===== src/rtl/cr_write_sequencer_if.sv =====
// Bundle between the CR write sequencer and its environment:
// requesters, register file and paging unit. slave = sequencer.
interface cr_write_sequencer_if;
  logic        pf_req;
  logic [31:0] pf_linear_addr;
  logic        pf_ack;
  logic        ts_req;
  logic [31:0] ts_cr3;
  logic        ts_ack;
  logic        mov_req;
  logic [2:0]  mov_index;
  logic [31:0] mov_data;
  logic        mov_ack;
  logic        mov_fault;
  logic [31:0] cr0_current;
  logic [31:0] cr3_current;
  logic        cr_write_enable;
  logic [2:0]  cr_write_index;
  logic [31:0] cr_write_data;
  logic        tlb_flush_req;
  logic        tlb_flush_ack;
  logic        flush_timeout;
  logic        busy;

  modport master (
    output pf_req, pf_linear_addr,
    output ts_req, ts_cr3,
    output mov_req, mov_index, mov_data,
    output cr0_current, cr3_current,
    output tlb_flush_ack,
    input  pf_ack, ts_ack, mov_ack, mov_fault,
    input  cr_write_enable, cr_write_index,
    input  cr_write_data,
    input  tlb_flush_req, flush_timeout, busy
  );

  modport slave (
    input  pf_req, pf_linear_addr,
    input  ts_req, ts_cr3,
    input  mov_req, mov_index, mov_data,
    input  cr0_current, cr3_current,
    input  tlb_flush_ack,
    output pf_ack, ts_ack, mov_ack, mov_fault,
    output cr_write_enable, cr_write_index,
    output cr_write_data,
    output tlb_flush_req, flush_timeout, busy
  );
endinterface


===== src/rtl/cr_write_sequencer.sv =====
// cr_write_sequencer: single write port into CR0..CR7; arbitrates
// pf (CR2) > ts (CR3) > mov (any CRn) and sequences the TLB flush.
// Ports: clock, reset_n (async, active low), bus (slave modport).
// Optional macro CR_WRITE_MASK_EN: rejects mov to CR1/CR4..7,
// clears CR3[11:0] and CR0[30:5] on accepted writes.
// All outputs are registered, decoded from the next state.
module cr_write_sequencer #(
  parameter logic [2:0] CR2_INDEX     = 3'd2,
  parameter logic [2:0] CR3_INDEX     = 3'd3,
  parameter int         FLUSH_TIMEOUT = 255
) (
  input logic           clock,
  input logic           reset_n,
  cr_write_sequencer_if.slave bus
);

  typedef enum logic [1:0] {
    IDLE  = 2'd0,
    GRANT = 2'd1,
    FLUSH = 2'd2
  } state_t;

  localparam logic [7:0] TO_LAST =
    8'(FLUSH_TIMEOUT - 1);

  state_t      state_q, state_d;
  logic [2:0]  win_q, win_d;
  logic [2:0]  idx_q, idx_d;
  logic [31:0] data_q, data_d;
  logic        wr_q, wr_d;
  logic        flush_q, flush_d;
  logic [7:0]  cnt_q, cnt_d;
  logic        tmo_d;

  logic        we_q, we_d;
  logic [2:0]  ack_q, ack_d;
  logic [2:0]  widx_q, widx_d;
  logic [31:0] wdata_q, wdata_d;
  logic        freq_q, freq_d;
  logic        tmo_q;
  logic        busy_q, busy_d;

`ifdef CR_WRITE_MASK_EN
  logic        rej_q, rej_d;
  logic        fault_q, fault_d;
`endif

  always_ff @(posedge clock or negedge reset_n) begin
    if (!reset_n) begin
      state_q <= IDLE;
      win_q   <= '0;
      idx_q   <= '0;
      data_q  <= '0;
      wr_q    <= 1'b0;
      flush_q <= 1'b0;
      cnt_q   <= '0;
      we_q    <= 1'b0;
      ack_q   <= '0;
      widx_q  <= '0;
      wdata_q <= '0;
      freq_q  <= 1'b0;
      tmo_q   <= 1'b0;
      busy_q  <= 1'b0;
`ifdef CR_WRITE_MASK_EN
      rej_q   <= 1'b0;
      fault_q <= 1'b0;
`endif
    end else begin
      state_q <= state_d;
      win_q   <= win_d;
      idx_q   <= idx_d;
      data_q  <= data_d;
      wr_q    <= wr_d;
      flush_q <= flush_d;
      cnt_q   <= cnt_d;
      we_q    <= we_d;
      ack_q   <= ack_d;
      widx_q  <= widx_d;
      wdata_q <= wdata_d;
      freq_q  <= freq_d;
      tmo_q   <= tmo_d;
      busy_q  <= busy_d;
`ifdef CR_WRITE_MASK_EN
      rej_q   <= rej_d;
      fault_q <= fault_d;
`endif
    end
  end

  always_comb begin
    state_d = state_q;
    win_d   = win_q;
    idx_d   = idx_q;
    data_d  = data_q;
    wr_d    = wr_q;
    flush_d = flush_q;
    cnt_d   = cnt_q;
    tmo_d   = 1'b0;
`ifdef CR_WRITE_MASK_EN
    rej_d   = rej_q;
`endif
    unique case (state_q)
      IDLE: begin
        if (bus.pf_req | bus.ts_req | bus.mov_req) begin
          state_d = GRANT;
          wr_d    = 1'b1;
          flush_d = 1'b0;
`ifdef CR_WRITE_MASK_EN
          rej_d   = 1'b0;
`endif
          unique case (1'b1)
            bus.pf_req: begin
              win_d  = 3'b001;
              idx_d  = CR2_INDEX;
              data_d = bus.pf_linear_addr;
            end
            (!bus.pf_req && bus.ts_req): begin
              win_d   = 3'b010;
              idx_d   = CR3_INDEX;
              data_d  = bus.ts_cr3;
              flush_d = bus.ts_cr3[31:12] !=
                        bus.cr3_current[31:12];
`ifdef CR_WRITE_MASK_EN
              data_d[11:0] = 12'h0;
`endif
            end
            default: begin
              win_d   = 3'b100;
              idx_d   = bus.mov_index;
              data_d  = bus.mov_data;
              flush_d = (bus.mov_index == CR3_INDEX) ||
                        ((bus.mov_index == 3'd0) &&
                         (bus.mov_data[31] !=
                          bus.cr0_current[31]));
`ifdef CR_WRITE_MASK_EN
              if (bus.mov_index == 3'd1 ||
                  bus.mov_index[2]) begin
                wr_d    = 1'b0;
                rej_d   = 1'b1;
                flush_d = 1'b0;
              end else if (bus.mov_index ==
                           CR3_INDEX) begin
                data_d[11:0] = 12'h0;
              end else if (bus.mov_index ==
                           3'd0) begin
                data_d[30:5] = 26'h0;
              end
`endif
            end
          endcase
        end
      end
      GRANT: begin
        state_d = flush_q ? FLUSH : IDLE;
        cnt_d   = '0;
      end
      FLUSH: begin
        if (bus.tlb_flush_ack) begin
          state_d = IDLE;
        end else if (FLUSH_TIMEOUT != 0 &&
                     cnt_q == TO_LAST) begin
          state_d = IDLE;
          tmo_d   = 1'b1;
        end else begin
          cnt_d = cnt_q + 8'd1;
        end
      end
      default: state_d = IDLE;
    endcase
  end

  always_comb begin
    we_d    = (state_d == GRANT) && wr_d;
    ack_d   = (state_d == GRANT) ? win_d : 3'b000;
    widx_d  = we_d ? idx_d : 3'd0;
    wdata_d = we_d ? data_d : 32'h0;
    freq_d  = (state_d == FLUSH);
    busy_d  = (state_d != IDLE);
`ifdef CR_WRITE_MASK_EN
    fault_d = (state_d == GRANT) && rej_d;
`endif
  end

  assign bus.pf_ack          = ack_q[0];
  assign bus.ts_ack          = ack_q[1];
  assign bus.mov_ack         = ack_q[2];
  assign bus.cr_write_enable = we_q;
  assign bus.cr_write_index  = widx_q;
  assign bus.cr_write_data   = wdata_q;
  assign bus.tlb_flush_req   = freq_q;
  assign bus.flush_timeout   = tmo_q;
  assign bus.busy            = busy_q;
`ifdef CR_WRITE_MASK_EN
  assign bus.mov_fault       = fault_q;
`else
  assign bus.mov_fault       = 1'b0;
`endif

endmodule


===== src/flat_wrapper.sv =====
// flat-port wrapper written by rule: the top's interface ports become plain ports
module cr_write_sequencer_flat 
#(
  parameter logic [2:0] CR2_INDEX     = 3'd2,
  parameter logic [2:0] CR3_INDEX     = 3'd3,
  parameter int         FLUSH_TIMEOUT = 255
)
  (clock, reset_n, bus_pf_req, bus_pf_linear_addr, bus_ts_req, bus_ts_cr3, bus_mov_req, bus_mov_index, bus_mov_data, bus_cr0_current, bus_cr3_current, bus_tlb_flush_ack, bus_pf_ack, bus_ts_ack, bus_mov_ack, bus_mov_fault, bus_cr_write_enable, bus_cr_write_index, bus_cr_write_data, bus_tlb_flush_req, bus_flush_timeout, bus_busy);
  cr_write_sequencer_if bus_i ();
  input logic clock;
  input logic reset_n;
  input wire logic [$bits(bus_i.pf_req)-1:0] bus_pf_req;
  input wire logic [$bits(bus_i.pf_linear_addr)-1:0] bus_pf_linear_addr;
  input wire logic [$bits(bus_i.ts_req)-1:0] bus_ts_req;
  input wire logic [$bits(bus_i.ts_cr3)-1:0] bus_ts_cr3;
  input wire logic [$bits(bus_i.mov_req)-1:0] bus_mov_req;
  input wire logic [$bits(bus_i.mov_index)-1:0] bus_mov_index;
  input wire logic [$bits(bus_i.mov_data)-1:0] bus_mov_data;
  input wire logic [$bits(bus_i.cr0_current)-1:0] bus_cr0_current;
  input wire logic [$bits(bus_i.cr3_current)-1:0] bus_cr3_current;
  input wire logic [$bits(bus_i.tlb_flush_ack)-1:0] bus_tlb_flush_ack;
  output wire logic [$bits(bus_i.pf_ack)-1:0] bus_pf_ack;
  output wire logic [$bits(bus_i.ts_ack)-1:0] bus_ts_ack;
  output wire logic [$bits(bus_i.mov_ack)-1:0] bus_mov_ack;
  output wire logic [$bits(bus_i.mov_fault)-1:0] bus_mov_fault;
  output wire logic [$bits(bus_i.cr_write_enable)-1:0] bus_cr_write_enable;
  output wire logic [$bits(bus_i.cr_write_index)-1:0] bus_cr_write_index;
  output wire logic [$bits(bus_i.cr_write_data)-1:0] bus_cr_write_data;
  output wire logic [$bits(bus_i.tlb_flush_req)-1:0] bus_tlb_flush_req;
  output wire logic [$bits(bus_i.flush_timeout)-1:0] bus_flush_timeout;
  output wire logic [$bits(bus_i.busy)-1:0] bus_busy;
  assign bus_i.pf_req = bus_pf_req;
  assign bus_i.pf_linear_addr = bus_pf_linear_addr;
  assign bus_i.ts_req = bus_ts_req;
  assign bus_i.ts_cr3 = bus_ts_cr3;
  assign bus_i.mov_req = bus_mov_req;
  assign bus_i.mov_index = bus_mov_index;
  assign bus_i.mov_data = bus_mov_data;
  assign bus_i.cr0_current = bus_cr0_current;
  assign bus_i.cr3_current = bus_cr3_current;
  assign bus_i.tlb_flush_ack = bus_tlb_flush_ack;
  assign bus_pf_ack = bus_i.pf_ack;
  assign bus_ts_ack = bus_i.ts_ack;
  assign bus_mov_ack = bus_i.mov_ack;
  assign bus_mov_fault = bus_i.mov_fault;
  assign bus_cr_write_enable = bus_i.cr_write_enable;
  assign bus_cr_write_index = bus_i.cr_write_index;
  assign bus_cr_write_data = bus_i.cr_write_data;
  assign bus_tlb_flush_req = bus_i.tlb_flush_req;
  assign bus_flush_timeout = bus_i.flush_timeout;
  assign bus_busy = bus_i.busy;
  cr_write_sequencer #(.CR2_INDEX(CR2_INDEX), .CR3_INDEX(CR3_INDEX), .FLUSH_TIMEOUT(FLUSH_TIMEOUT)) u_core (.clock(clock), .reset_n(reset_n), .bus(bus_i));
endmodule

===== config.mk =====
export PLATFORM = sky130hd
export DESIGN_NAME = cr_write_sequencer_flat
export DESIGN_NICKNAME = d
export VERILOG_FILES = /design/src/rtl/cr_write_sequencer_if.sv /design/src/rtl/cr_write_sequencer.sv /design/src/flat_wrapper.sv
export SDC_FILE = /design/constraint.sdc
export NUM_CORES = 1
export LEC_CHECK = 0
export CORE_ASPECT_RATIO = 0.75
export CORE_MARGIN = 2
export CORE_UTILIZATION = 36
export DETAILED_ROUTE_END_ITERATION = 10
export GPL_TIMING_DRIVEN = 0
export PLACE_DENSITY_LB_ADDON = 0.15
export SKIP_CTS_REPAIR_TIMING = 1
export SLEW_MARGIN = 20
export SYNTH_ARGS = -nofsm -noshare
export SYNTH_HDL_FRONTEND = slang
export SYNTH_SLANG_ARGS = --single-unit

===== constraint.sdc =====
create_clock -name clock -period 4.7 [get_ports clock]
set_input_delay 0.94 -clock clock [delete_from_list [all_inputs] [get_ports clock]]
set_output_delay 0.94 -clock clock [all_outputs]
set_load 0.005 [all_outputs]

==> results by group, run 1 <==
Status
  – Status: completed

Worst setup path
  – Slowest CP cell: clkdlybuf4s50_1
  – Worst reg-to-reg path cell count: 6
  – Critical path class: in -> reg
  – CP cell instances: clkdlybuf4s50_1 -> xor2_1 -> nor4_1 -> nand3_1 -> o311a_1 -> o22a_1
  – Worst Path Max Fanout: 2
  – Crit path from: bus_ts_cr3[20]
  – CP Capture Type: register
  – Reg2Reg Setup Slack: 3.01 ns
  – Arrival time of the worst setup path: 2.50 ns
  – Reg2reg end: u_core.cnt_q[1]$_DFFE_PN0P_
  – R2R Path Start: u_core.cnt_q[0]$_DFFE_PN0P_
  – Critical Path RT: 4.91 ns
  – Crit-path max cell delay: 0.43 ns
  – CP Launch Type: primary input

Final layout
  – Design area: 0.00463 sq mm
  – Layout Cells excl Fill: 563
  – Commonest non-fill, non-tap cell in the layout: clkdlybuf4s50_1
  – Final net count: 632
  – Area growth, synth to finish: 68.1%
  – # diodes: 0
  – Ratio of cells with drive above 1 in the final layout: 5.41%
  – Most frequent cells in the layout: 165 x clkdlybuf4s50_1, 70 x nor2_1, 53 x dfrtp_1
  – Fin util: 62.6%

Detailed routing
  – Initial DRC Count: 64
  – Residual DRC: 0
  – Via count: 2675
  – DRT antenna net count: 0
  – First-pass DRT Iterations: 4
  – Vias per inst: 4.75
  – Detailed Route WL: 8400 microns
  – WL/cell: 14.9 microns

Die
  – Core Box Area: 0.00740 sq mm
  – Total die area: 0.00838 sq mm
  – Die extent in x: 105 microns
  – Io pins: 212
  – Die height: 79.8 microns
  – Initial core utilization: 37.3%
  – Row count: 27

Placed design
  – Port bufs: 166
  – Dpl ws: 2.06 ns
  – Hpwl dp: 6720 microns
  – DP Cell Count: 555
  – Post-Place Cell Area: 0.00454 sq mm
  – Routability cong.: 0.799

Synthesis
  – Sequential cell area fraction in the yosys report: 48.1%
  – Post-synth EDFFs: 0
  – FFs w/ async S/R, synth: 100%
  – Post-Syn Area: 0.00276 sq mm
  – Yosys warns: 0
  – Synthesized area per cell: 9.57 sq um
  – Cells after Synth: 288
  – Seq cells post-synth: 53
  – Post-synth cell types: 34
  – Post-synth top flop: dfrtp_1
  – Syn nets: 459

GRT
  – Vias in the first global route: 2654
  – Grt ovf: 0
  – Antenna violations before repair: 0
  – First-pass GRT wire length: 13400 microns
  – Global-route usage over all layers: 20.8%
  – Largest net degree at the start of global routing: 54

Clock network
  – Clk buf depth: 2
  – Clock Pin Slew Worst Setup and Hold Paths: 0.10 ns
  – CTS tree: done
  – Total CTS buffers: 5
  – Sink Count: 53
  – Clk_lat worst skew: 0.31 ns
  – Root Buffer: clkbuf_8
  – CTS HTree Levels: 2

Pwr
  – Power Dens Cells: 324 mW/mm^2
  – Leak Pwr: 2.01 nW
  – Power, Total: 1.50 mW
  – Worst vdd ir: 163 uV

Flow run
  – Max-cap violations: 0

Timing
  – Upper clock frequency limit: 436 MHz
  – RSZ-0062 raised after global routing: no
  – Worst slew pin tran: 0.671 ns
  – Final Hold Violating Endpoints: 0
  – WHS: 0.505 ns
  – Fin worst setup slack: 2.41 ns
  – Fin crit share: 48.8%
  – Final Slew Violations: 0
  – Clock Skew: 0.00387 ns
  – Setup-violating endpoint count in the final report: 0
  – Fin Setup TNS: 0 ns
  – Final worst path period need: 2.29 ns
  – Slew HR: 55.0%

Worst hold path
  – Hold Path Stages: 1
  – Hold_sp: u_core.cnt_q[7]$_DFFE_PN0P_
  – Hold endpoint: u_core.cnt_q[7]$_DFFE_PN0P_
  – Hold WC Path Type: reg -> reg
-- where the power goes --
part	switching, mW	internal (mW)
Sequential	0.0477	0.569
Combinational	0.253	0.369
Clock	0.157	0.105
Total	0.457	1.04
-- worst max-delay path: cells and delay by family --
kind / cells / cell delay [ns]
xor+xnor: 1 / 0.18
buf+inv: 1 / 0.43
compound gates: 2 / 0.49
simple gates: 2 / 0.46
-- worst max path at each step --
| stage | end | slack, ns | cells after the start |
|---|---|---|---|
| 2_1_floorplan | u_core.flush_q$_DFFE_PN0P_ | 2.73 | 6 |
| 3_5_place_dp | u_core.flush_q$_DFFE_PN0P_ | 2.06 | 5 |
| 4_1_cts | u_core.flush_q$_DFFE_PN0P_ | 2.40 | 5 |
| 6_report | u_core.flush_q$_DFFE_PN0P_ | 2.41 | 6 |
| 3_3_place_gp | u_core.bus.cr_write_data[14]$_DFF_PN0_ | 1.08 | 1 |
| 5_1_grt | u_core.flush_q$_DFFE_PN0P_ | 2.29 | 6 |
-- synthesized netlist by cell type, types with 5 or more instances --
library cell / instances / share of area (%)
buf_2: 5 / 0.91
nand3_1: 8 / 1.5
nor2_1: 70 / 9.5
o31ai_1: 5 / 1.4
mux2i_1: 32 / 12
dfrtp_1: 53 / 48
nand2_1: 7 / 0.95
xor2_1: 14 / 4.4
xnor2_1: 9 / 2.9
o21ai_0: 5 / 0.91
a21oi_1: 33 / 6.0
-- metal layers --
metal  track usage (%)  wire, microns  up-vias
met5                 0              0        -
met4              6.27            154        0
met3              6.94            734       16
met2              36.2           3970      119
met1              24.7           3540     1223
li1                  -              -     1317
-- state kept, by name (all words and copies together) (netlist names) --
name and flops:
u_core.ack_q 3, u_core.bus.busy 1, u_core.bus.cr_write_data 32, u_core.bus.cr_write_enable 1
u_core.bus.cr_write_index 3, u_core.bus.flush_timeout 1, u_core.bus.tlb_flush_req 1, u_core.cnt_q 8
u_core.flush_q 1, u_core.state_q 2
-- logic make-up after synthesis --
group	synth area share (%)
AOI/OAI and AO/OA	10.3
xor gates and xnor gates	7.31
adders and majority gates	0.908
buffers and inverters	4.18
DFF	48.1
muxes	11.6
other	0.136
and+or+nand+nor	17.4
-- area by class of cell --
type	instances	area [sq um]
clock inverters	3	22.5
well taps	101	126
fillers	651	2770
multi-input cells	214	1320
inverters	4	15.0
clock buffers	5	68.8
flip-flops and latches	53	1330
repair buffers	166	1660
plain buffers	17	100
Note: power is estimated with default switching activity, not from simulation.
==> run 2, diff against run 1 <==
--- a/config.mk
+++ b/config.mk
@@ -7,7 +7,7 @@
 export LEC_CHECK = 0
 export CORE_ASPECT_RATIO = 0.75
 export CORE_MARGIN = 2
-export CORE_UTILIZATION = 36
+export CORE_UTILIZATION = 33
 export DETAILED_ROUTE_END_ITERATION = 10
 export GPL_TIMING_DRIVEN = 0
 export PLACE_DENSITY_LB_ADDON = 0.15
==> constraint.sdc (replaced) <==
create_clock -name clock -period 2.3 [get_ports clock]
set_input_delay 0.46 -clock clock [delete_from_list [all_inputs] [get_ports clock]]
set_output_delay 0.46 -clock clock [all_outputs]
set_load 0.005 [all_outputs]
==> run 2 against run 1 <==
  * Design area is 0.19% higher
  * Wire length is 5.7% higher
  * Clock power is 110% higher
  * Count of clock-buffer cells in the layout stayed put
  * Final cell count is 0.71% higher
  * Largest cell class unchanged
  * Sequential power is 100% higher
  * Critical path depth stayed put
  * Largest power group unchanged
  * Register-to-register slack worse by 2.5 ns
  * Via count is 1.2% higher
  * Sequential share of layout area is 0.054 points lower
  * Die area is 8.7% higher
  * Clock skew is 0.0034 ns higher
==> results by group, run 2 (synthesized netlist as in run 1, its figures left out) <==
Status
  – Status: completed

GRT
  – Vias in the first global route: 2777
  – Largest net degree at the start of global routing: 54
  – Antenna violations before repair: 0
  – Global-route usage over all layers: 20.2%
  – Grt ovf: 0
  – First-pass GRT wire length: 14000 microns

Timing
  – Upper clock frequency limit: 546 MHz
  – Worst slew pin tran: 0.674 ns
  – Slew HR: 54.8%
  – Fin crit share: 79.7%
  – Final worst path period need: 1.83 ns
  – Final Hold Violating Endpoints: 0
  – Final Slew Violations: 0
  – Fin Setup TNS: 0 ns
  – RSZ-0062 raised after global routing: no
  – Setup-violating endpoint count in the final report: 0
  – Clock Skew: 0.00729 ns

Worst setup path
  – Crit path from: bus_ts_cr3[26]
  – Slowest CP cell: clkdlybuf4s50_1
  – CP Capture Type: register
  – CP Depth: 6
  – Arrival time of the worst setup path: 2.04 ns
  – Reg2Reg Setup Slack: 0.53 ns
  – CP Buf/Inv Count: 1
  – Crit-path max cell delay: 0.44 ns
  – Worst path top cell family by delay: compound AO/OA/AOI/OAI gates
  – Worst reg-to-reg path cell count: 7
  – R2R Path Start: u_core.cnt_q[0]$_DFFE_PN0P_
  – CP cell instances: clkdlybuf4s50_1 -> xor2_1 -> nor4_1 -> nand3_1 -> o311a_1 -> o22a_1
  – Critical Path RT: 2.51 ns
  – Reg2reg end: u_core.cnt_q[3]$_DFFE_PN0P_
  – Worst Path Max Fanout: 2
  – CP Launch Type: primary input
  – Critical path class: in -> reg
  – Worst setup path endpoint: u_core.flush_q$_DFFE_PN0P_

Detailed routing
  – Via count: 2708
  – WL/cell: 15.7 microns
  – Vias per inst: 4.78
  – DRT antenna net count: 0
  – First-pass DRT Iterations: 4
  – Initial DRC Count: 70
  – Detailed Route WL: 8880 microns
  – Residual DRC: 0

Final layout
  – Layout Cells excl Fill: 567
  – Final net count: 632
  – Number of fillers in the final layout: 708
  – Most frequent cells in the layout: 165 x clkdlybuf4s50_1, 70 x nor2_1, 53 x dfrtp_1
  – Area growth, synth to finish: 68.4%
  – Commonest non-fill, non-tap cell in the layout: clkdlybuf4s50_1
  – Max FFs per register: 32
  – Register area: 0.00133 sq mm
  – Area of the multi-input gates: 0.00132 sq mm
  – # diodes: 0
  – Ratio of cells with drive above 1 in the final layout: 5.41%

Clock network
  – CTS tree: done
  – Clk buf depth: 2
  – Sink Count: 53
  – Clk_lat worst skew: 0.31 ns
  – Total CTS buffers: 5
  – Clock Pin Slew Worst Setup and Hold Paths: 0.10 ns
  – Root Buffer: clkbuf_8
  – CTS HTree Levels: 2

Die
  – Die height: 83.2 microns
  – Io pins: 212
  – Core Box Area: 0.00799 sq mm
  – Initial core utilization: 34.5%
  – Row count: 28
  – Die extent in x: 110 microns
  – Total die area: 0.00911 sq mm

Worst hold path
  – Hold WC Path Type: in -> async

Placed design
  – Port bufs: 166
  – Hpwl dp: 7140 microns
  – DP Cell Count: 559
  – Routability cong.: 0.863

Pwr
  – Worst vdd ir: 357 uV
  – Power Dens Cells: 668 mW/mm^2
  – Leak Pwr: 2.02 nW

Flow run
  – Max-cap violations: 0
run 2: worst min path at each step:
stage,start,endpoint,slack [ns],cells past startpoint
final,reset_n,u_core.bus.cr_write_data[19]$_DFF_PN0_,0.18,1
after global routing,reset_n,u_core.bus.cr_write_data[19]$_DFF_PN0_,0.22,1
after CTS,reset_n,u_core.bus.cr_write_data[19]$_DFF_PN0_,0.21,1
after detailed placement,u_core.cnt_q[7]$_DFFE_PN0P_,u_core.cnt_q[7]$_DFFE_PN0P_,0.49,1
after global placement,u_core.cnt_q[7]$_DFFE_PN0P_,u_core.cnt_q[7]$_DFFE_PN0P_,0.48,1
after floorplan,reset_n,u_core.ack_q[0]$_DFF_PN0_,0.16,0
run 2: routing by layer:
layer | wire [microns] | GRT usage [%] | vias up
met4 | 141 | 5.06 | 0
met5 | 0 | 0 | -
met1 | 3550 | 25.2 | 1259
li1 | - | - | 1316
met3 | 890 | 6.91 | 10
met2 | 4290 | 33.2 | 123
run 2: final cells by class:
type	count	area share, %
Buffer	17	2.16
Clock buffer	5	1.48
Clock inverter	3	0.566
Inverter	4	0.323
Multi-Input combinational cell	214	28.3
Sequential cell	53	28.6
Tap cell	105	2.83
Timing Repair Buffer	166	35.7
run 2: power breakdown:
group / internal, mW / total, mW / switching (mW)
Combinational: 0.755 / 1.29 / 0.531
Sequential: 1.16 / 1.26 / 0.0993
Clock: 0.223 / 0.553 / 0.331
Total: 2.14 / 3.10 / 0.961
run 2: stage by stage:
stage | hold WS (ns) | power, mW | util [%] | area [sq um] | worst slack [ns]
after floorplan | 0.164 | 1.77 | - | 2760 | 0.801
after global placement | 0.475 | 2.56 | 57.0 | 4550 | -0.884
after detailed placement | 0.494 | 2.58 | 56.9 | 4550 | 0.128
after CTS | 0.207 | 3.14 | 58.1 | 4640 | 0.466
after global routing | 0.221 | 3.32 | 58.1 | 4640 | 0.281
final | 0.177 | 3.10 | 58.1 | 4640 | 0.468
==> run 3, diff against run 2 <==
==> constraint.sdc (replaced) <==
create_clock -name clock -period 1.9 [get_ports clock]
set_input_delay 0.38 -clock clock [delete_from_list [all_inputs] [get_ports clock]]
set_output_delay 0.38 -clock clock [all_outputs]
set_load 0.005 [all_outputs]
==> run 3 against run 2 <==
  * Sequential cell count did not move
  * Largest cell class unchanged
  * Die area is the same
  * Combinational power is 21% higher
  * Final cell count unchanged
  * First-iteration DRC count rose by 19%
  * Critical endpoint unchanged
  * Setup slack worse by 0.32 ns
  * Non-clock buffer count stayed put
  * Clock skew grew 0.00079 ns
  * Via count rose by 0.15%
  * Critical path depth unchanged
  * Design area rose by 0.38%
  * Largest power group unchanged
  * Hold slack worse by 0.080 ns
==> results by group, run 3 (synthesized netlist as in run 1, its figures left out) <==
Status
  – Status: completed

Die
  – Core Box Area: 0.00799 sq mm
  – Initial core utilization: 34.5%
  – Die height: 83.2 microns
  – Total die area: 0.00911 sq mm
  – Row count: 28
  – Die extent in x: 110 microns
  – Io pins: 212

Worst setup path
  – Reg2Reg Setup Slack: 0.17 ns
  – Worst reg-to-reg path cell count: 7
  – Critical path class: in -> reg
  – Worst Path Max Fanout: 2
  – R2R Path Start: u_core.cnt_q[0]$_DFFE_PN0P_
  – CP Launch Type: primary input
  – Arrival time of the worst setup path: 1.96 ns
  – Reg2reg end: u_core.cnt_q[3]$_DFFE_PN0P_
  – CP Capture Type: register
  – Critical Path RT: 2.11 ns

Final layout
  – Commonest non-fill, non-tap cell in the layout: clkdlybuf4s50_1
  – Max FFs per register: 32
  – Most frequent cells in the layout: 165 x clkdlybuf4s50_1, 69 x nor2_1, 53 x dfrtp_1
  – Final net count: 632
  – # diodes: 0
  – Fin util: 58.3%
  – Ratio of cells with drive above 1 in the final layout: 5.84%
  – Layout Cells excl Fill: 567
  – Area growth, synth to finish: 69.0%

Detailed routing
  – WL/cell: 15.6 microns
  – Residual DRC: 0
  – Vias per inst: 4.78
  – Via count: 2712
  – DRT antenna net count: 0
  – Initial DRC Count: 83
  – Detailed Route WL: 8860 microns
  – First-pass DRT Iterations: 4

Pwr
  – Power Dens Cells: 806 mW/mm^2
  – Leak Pwr: 2.02 nW
  – Power, Total: 3.76 mW
  – Worst vdd ir: 433 uV

Timing
  – Fin Setup TNS: 0 ns
  – Clock Skew: 0.00808 ns
  – Upper clock frequency limit: 571 MHz
  – RSZ-0062 raised after global routing: no
  – Fin worst setup slack: 0.148 ns
  – Final Hold Violating Endpoints: 0
  – Worst slew pin tran: 0.671 ns
  – Slew HR: 55.2%
  – Fin crit share: 92.2%
  – Setup-violating endpoint count in the final report: 0
  – Final worst path period need: 1.75 ns
  – Final Slew Violations: 0

Flow run
  – Max-cap violations: 0

Clock network
  – CTS HTree Levels: 2
  – Total CTS buffers: 5
  – Clk_lat worst skew: 0.31 ns
  – Sink Count: 53
  – Clock Pin Slew Worst Setup and Hold Paths: 0.10 ns
  – Clk buf depth: 2
  – Root Buffer: clkbuf_8
  – CTS tree: done

Worst hold path
  – Hold WC Path Type: in -> async

GRT
  – Antenna violations before repair: 0
  – Vias in the first global route: 2777
  – First-pass GRT wire length: 14000 microns
  – Largest net degree at the start of global routing: 54
  – Grt ovf: 0
  – Global-route usage over all layers: 20.2%

Placed design
  – Dpl ws: -0.192 ns
  – DP Cell Count: 559
  – Routability cong.: 0.863
  – Port bufs: 166
  – Hpwl dp: 7140 microns
==> run 3: cell count changes in the layout (fill, tap and decap cells not counted) <==
cell / before / now
nor4_1: 3 / 2
o31ai_4: 0 / 1
nor2_2: 0 / 1
o31ai_2: 1 / 0
nor2_1: 70 / 69
nor4_2: 0 / 1
==> run 3: worst max path at each step <==
stage                                            from                           to  slack, ns  cells past startpoint
after floorplan           u_core.cnt_q[0]$_DFFE_PN0P_  u_core.cnt_q[4]$_DFFE_PN0P_       0.40                      7
after global placement                        reset_n  u_core.cnt_q[7]$_DFFE_PN0P_      -1.20                      1
after detailed placement               bus_ts_cr3[26]   u_core.flush_q$_DFFE_PN0P_      -0.19                      6
after CTS                              bus_ts_cr3[26]   u_core.flush_q$_DFFE_PN0P_       0.15                      6
after global routing                   bus_ts_cr3[15]   u_core.flush_q$_DFFE_PN0P_      0.001                      6
final                                  bus_ts_cr3[26]   u_core.flush_q$_DFFE_PN0P_       0.15                      6
==> run 3: where the power goes <==
part | leakage (nW) | switching, mW | internal [mW]
clock | 0.0487 | 0.397 | 0.269
combinational | 1.27 | 0.646 | 0.917
sequential | 0.701 | 0.120 | 1.41
==> run 3: layout make-up <==
type	instances	area, sq um
multi-input cells	214	1330
clock buffers	5	68.8
plain buffers	17	100
well taps	105	131
flip-flops and latches	53	1330
fillers	707	3330
repair buffers	166	1660
clock inverters	3	26.3
inverters	4	15.0
==> run 3: critical path, stage by stage <==
cell	delay [ns]
clkdlybuf4s50_1	0.44
xor2_1	0.19
nor4_1	0.28
nand3_1	0.18
o311a_1	0.32
o22a_1	0.16
==> run 3: per-stage QoR <==
step,area (sq um),hold WS [ns]
4_1_cts,4640,0.127
5_1_grt,4660,0.141
3_5_place_dp,4550,0.465
6_report,4660,0.0973
2_1_floorplan,2760,0.0844
3_3_place_gp,4550,0.475
==> run 3: layer usage <==
layer / track usage [%] / vias up / wire length (microns)
met3: 6.91 / 10 / 916
met4: 5.06 / 0 / 141
met1: 25.2 / 1259 / 3510
met2: 33.2 / 125 / 4290
li1: - / 1318 / -
met5: 0 / - / 0
==> RTL edit 1, RTL diff (config.mk and constraints of run 3) <==
The 3 states of `state_t` get a one-hot encoding in 3 bits.
--- a/src/rtl/cr_write_sequencer.sv
+++ b/src/rtl/cr_write_sequencer.sv
@@ -15,8 +15,8 @@
 );
 
-  typedef enum logic [1:0] {
-    IDLE  = 2'd0,
-    GRANT = 2'd1,
-    FLUSH = 2'd2
+  typedef enum logic [2:0] {
+    IDLE  = 3'b001,
+    GRANT = 3'b010,
+    FLUSH = 3'b100
   } state_t;
 
Function: same outputs for any inputs over 10 cycles, from zero or initial values and one cycle with reset_n low; not proved beyond that.
==> RTL edit 1 against run 3 <==
Worst hold slack improved by 31 ps; die area increased by 1.2%; total power increased by 13%; final cell count rose by 2.8%; via count up 1.6%; setup slack worse by 100 ps; sequential cell count rose by 1; synthesized area rose by 1.2%; wire length increased by 1.2%; critical path depth rose by 1; sequential share of layout area decreased by 0.40 points; final area up 3.5%; core utilization shrank 0.52 points; critical path type is now flip-flop to flip-flop; largest power group unchanged.
==> RTL edit 1: results <==
{
  "largest_register_ffs": 32,
  "diodes": 0,
  "clk_latency_ps": 290,
  "synthArstFlopShare_pct": 100.0,
  "cp_max_fo": 5,
  "drv_slew": 0,
  "dp_hpwl_um": 7063,
  "htree_levels": 2,
  "crit_arrival_ps": 2090,
  "synth_warnings": 0,
  "gp_congestion": 0.8280,
  "clock_path_buffers": 2,
  "fillerInstances": 807,
  "fin_skew_ps": 6.119,
  "cts-root-buf": "clkbuf_16",
  "critPathSlowestCell": "or4_4",
  "p_leak_nw": 2.085,
  "drive_above_1_share_pct": 7.158,
  "ys.flop_type": "dfrtp_1",
  "viasPerCell": 4.726,
  "ys_top_cells_by_area": "dfrtp_1 (48%), mux2i_1 (11%), nor2_1 (9.7%), a21oi_1 (6.8%), xnor2_1 (4.1%)",
  "outcome": "completed",
  "routed_wl_um": 8967,
  "intPower_mw": 2.991,
  "first_global_vias": 2754,
  "peakVddDrop_mv": 0.4333,
  "cp_top_family": "simple AND/OR/NAND/NOR gates",
  "rr_worst_depth": 7,
  "numCtsBuffers": 5,
  "fin_nets": 645,
  "synth_common_cells": "nor2_1 (72), dfrtp_1 (53), a21oi_1 (38)",
  "placed_cells_incl_taps": 568,
  "grt_max_degree": 55,
  "routedWlPerCell_um": 15.38,
  "clkTransAtPathRegs_ps": 70,
  "antenna_found_initial": 0,
  "crit_path_max_incr_delay_ps": 450,
  "hold_path_class": "input pin to async pin",
  "synth_seq_area_share_pct": 48.48,
  "tightestPinTransition_ps": 668.2,
  "synthesis.nets": 466,
  "postSynthCellCount": 295,
  "dr.pass1.iters": 4,
  "grt_pass1_wl_um": 13660,
  "drt_iter0_drc": 35,
  "drv_cap": 0,
  "port_buffers": 165,
  "ys_types": 38,
  "grt_usage_pct": 19.33
}
[RTL edit 1: changes by cell type after synthesis, sizes merged, moves of 3 or more]
cell / delta
xor2: -5
o31ai: -4
nand2: -3
a21oi: +5
buf: -5
xnor2: +4
clkbuf: +6
o21ai: -3
[RTL edit 1: path summary, 6_finish.rpt]
path / endpoint / from / slack (ps)
setup / recovery: u_core.bus.busy / u_core.cnt_q[0] / 40
setup reg to reg: u_core.bus.busy / u_core.cnt_q[0] / 40
max in group asynchronous: u_core.state_q[1] / reset_n / 1280
hold reg to reg: u_core.cnt_q[7] / u_core.cnt_q[7] / 520
min in group clock: u_core.cnt_q[7] / u_core.cnt_q[7] / 520
hold / removal: u_core.bus.cr_write_data[4] / reset_n / 130
[RTL edit 1: cell type report]
cell class / instances / area, um2 / share of cell area (%)
Timing Repair Buffer: 172 / 1704 / 35.32
Multi-Input combinational cell: 217 / 1379 / 28.58
Sequential cell: 54 / 1354 / 28.06
Clock buffer: 6 / 138.9 / 2.879
Tap cell: 108 / 135.1 / 2.801
Buffer: 18 / 78.83 / 1.634
Inverter: 6 / 22.52 / 0.4668
Clock inverter: 2 / 12.51 / 0.2593
[RTL edit 1: cell families (layout without fill, tap and decap cells)]
logic type	after synthesis	count (layout)	synth area share (%)
XOR/XNOR	22	22	6.906
multiplexers	32	32	11.48
other	1	1	0.1344
adder cells (fa/ha/maj)	2	2	0.8967
buffers and inverters	24	204	3.632
AND/OR/NAND/NOR	110	110	18.39
AO/OA/AOI/OAI	50	50	10.09
flip-flops	54	54	48.48
[RTL edit 1: stage by stage]
| stage | setup WS (ps) | utilization (%) | area [um2] |
|---|---|---|---|
| 3_5_place_dp | -373.0 | 54.81 | 4574 |
| 3_3_place_gp | -1174 | 54.84 | 4577 |
| 4_1_cts | -110.0 | 56.63 | 4726 |
| 5_1_grt | -22.99 | 57.81 | 4825 |
| 2_1_floorplan | 162.9 | - | 2790 |
| 6_report | 44.79 | 57.81 | 4825 |
[RTL edit 1: per-layer routing]
layer / GRT usage (%) / routed length, um / share of wire (%)
met4: 4.432 / 132 / 1.5
met3: 7.494 / 811 / 9.0
met1: 25.06 / 3863 / 43
met5: 0 / 0 / 0
met2: 30.45 / 4160 / 46
[RTL edit 1: power by group through the flow]
stage | clock (mW) | sequential [mW] | combinational (mW)
2_1_floorplan | 0 | 1.63 | 0.546
4_1_cts | 0.940 | 1.59 | 1.60
6_report | 0.917 | 1.59 | 1.73
3_3_place_gp | 0 | 1.60 | 1.58
5_1_grt | 0.993 | 1.62 | 1.90
3_5_place_dp | 0 | 1.61 | 1.59
==> RTL edit 2, RTL diff (flow settings as in run 3) <==
Without the edit above. Add a define of `CR_WRITE_MASK_EN`.
--- a/src/rtl/cr_write_sequencer.sv
+++ b/src/rtl/cr_write_sequencer.sv
@@ -5,4 +5,6 @@
 // clears CR3[11:0] and CR0[30:5] on accepted writes.
 // All outputs are registered, decoded from the next state.
+`define CR_WRITE_MASK_EN
+
 module cr_write_sequencer #(
   parameter logic [2:0] CR2_INDEX     = 3'd2,
Check against the original RTL: not equivalent (a bounded check fails within 4 cycles, from zero or initial values and one cycle with reset_n low).
==> RTL edit 2 against run 3 <==
Synthesized area fell by 3.9%; final area shrank 4.0%; wire length is 2.7% lower; total power is 0.88% higher; first-iteration DRC count is 94% higher; non-clock buffer count fell by 11; setup slack got worse by 48 ps; fmax fell by 2.7%; final cell count decreased by 9.9%; core utilization decreased by 1.3 points; sequential cell count is 3 higher; sequential power is 3% higher.
==> RTL edit 2: results <==
{
  "synth.top_cell.area_share_pct": 52.93,
  "outcome": "completed",
  "crit_path_end": "u_core.bus.cr_write_data[7]",
  "synth_common_cells": "dfrtp_1 (56), nor3_1 (25), a222oi_1 (19)",
  "met1_length_um": 3953,
  "synthesis.nets": 413,
  "timing.rr.end": "u_core.bus.busy",
  "crit_path_max_incr_delay_ps": 420,
  "placed_cells_incl_taps": 504,
  "grt_pass1_wl_um": 13250,
  "viasPerCell": 5.074,
  "cp_max_fo": 10,
  "fin_skew_ps": 6.605,
  "wl_met3_um": 772,
  "postSynthCellCount": 242,
  "ys_types": 39,
  "port_buffers": 156,
  "rr_worst_depth": 8,
  "placed_cell_area_um2": 4365,
  "routed_wl_um": 8629,
  "grt_max_degree": 57,
  "peakVddDrop_mv": 0.4057,
  "grt_use_met1_pct": 27.87,
  "gp_congestion": 0.8064,
  "post-place-ws_ps": -346.4,
  "p_leak_nw": 1.850,
  "dp_hpwl_um": 6675,
  "crit_arrival_ps": 1990,
  "ys_top_cells_by_area": "dfrtp_1 (53%), a222oi_1 (7.2%), nor3_1 (4.7%), xor2_1 (4.6%), xnor2_1 (3.0%)",
  "whs_ps": 35.68,
  "routedWlPerCell_um": 16.89,
  "wl_met2_um": 3695,
  "min_period_over_period_pct": 94.74,
  "synth_seq_area_share_pct": 52.93,
  "relSlewSlack_pct": 63.49
}
[RTL edit 2: cell count changes after synthesis, sizes merged, moves of 3 or more]
cell    delta
nand3      -5
dfrtp      +3
mux2i     -28
nor3      +21
nand2      +3
a32oi      +5
a22oi      +7
or2        +3
a222oi    +19
a21oi     -25
nor2      -52
o31ai      -3
buf        -4
[RTL edit 2: layout make-up]
| class | instances | area share (%) |
|---|---|---|
| plain buffers | 15 | 2.517 |
| repair buffers | 157 | 35.46 |
| clock buffers | 7 | 2.153 |
| flip-flops and latches | 56 | 31.32 |
| inverters | 6 | 0.5593 |
| well taps | 105 | 2.936 |
| multi-input cells | 165 | 25.06 |
[RTL edit 2: report_power, final]
group	switching, mW	internal, mW
logic	0.625	0.887
clock network	0.369	0.326
registers	0.115	1.47
total	1.11	2.68
[RTL edit 2: cell families after synthesis]
kind of cell,synth area share (%)
other cells,0.1416
simple gates,16.30
xor+xnor,7.609
compound gates,15.64
fa+ha+maj,0.9450
flops,52.93
mux,1.512
buf+inv,4.915
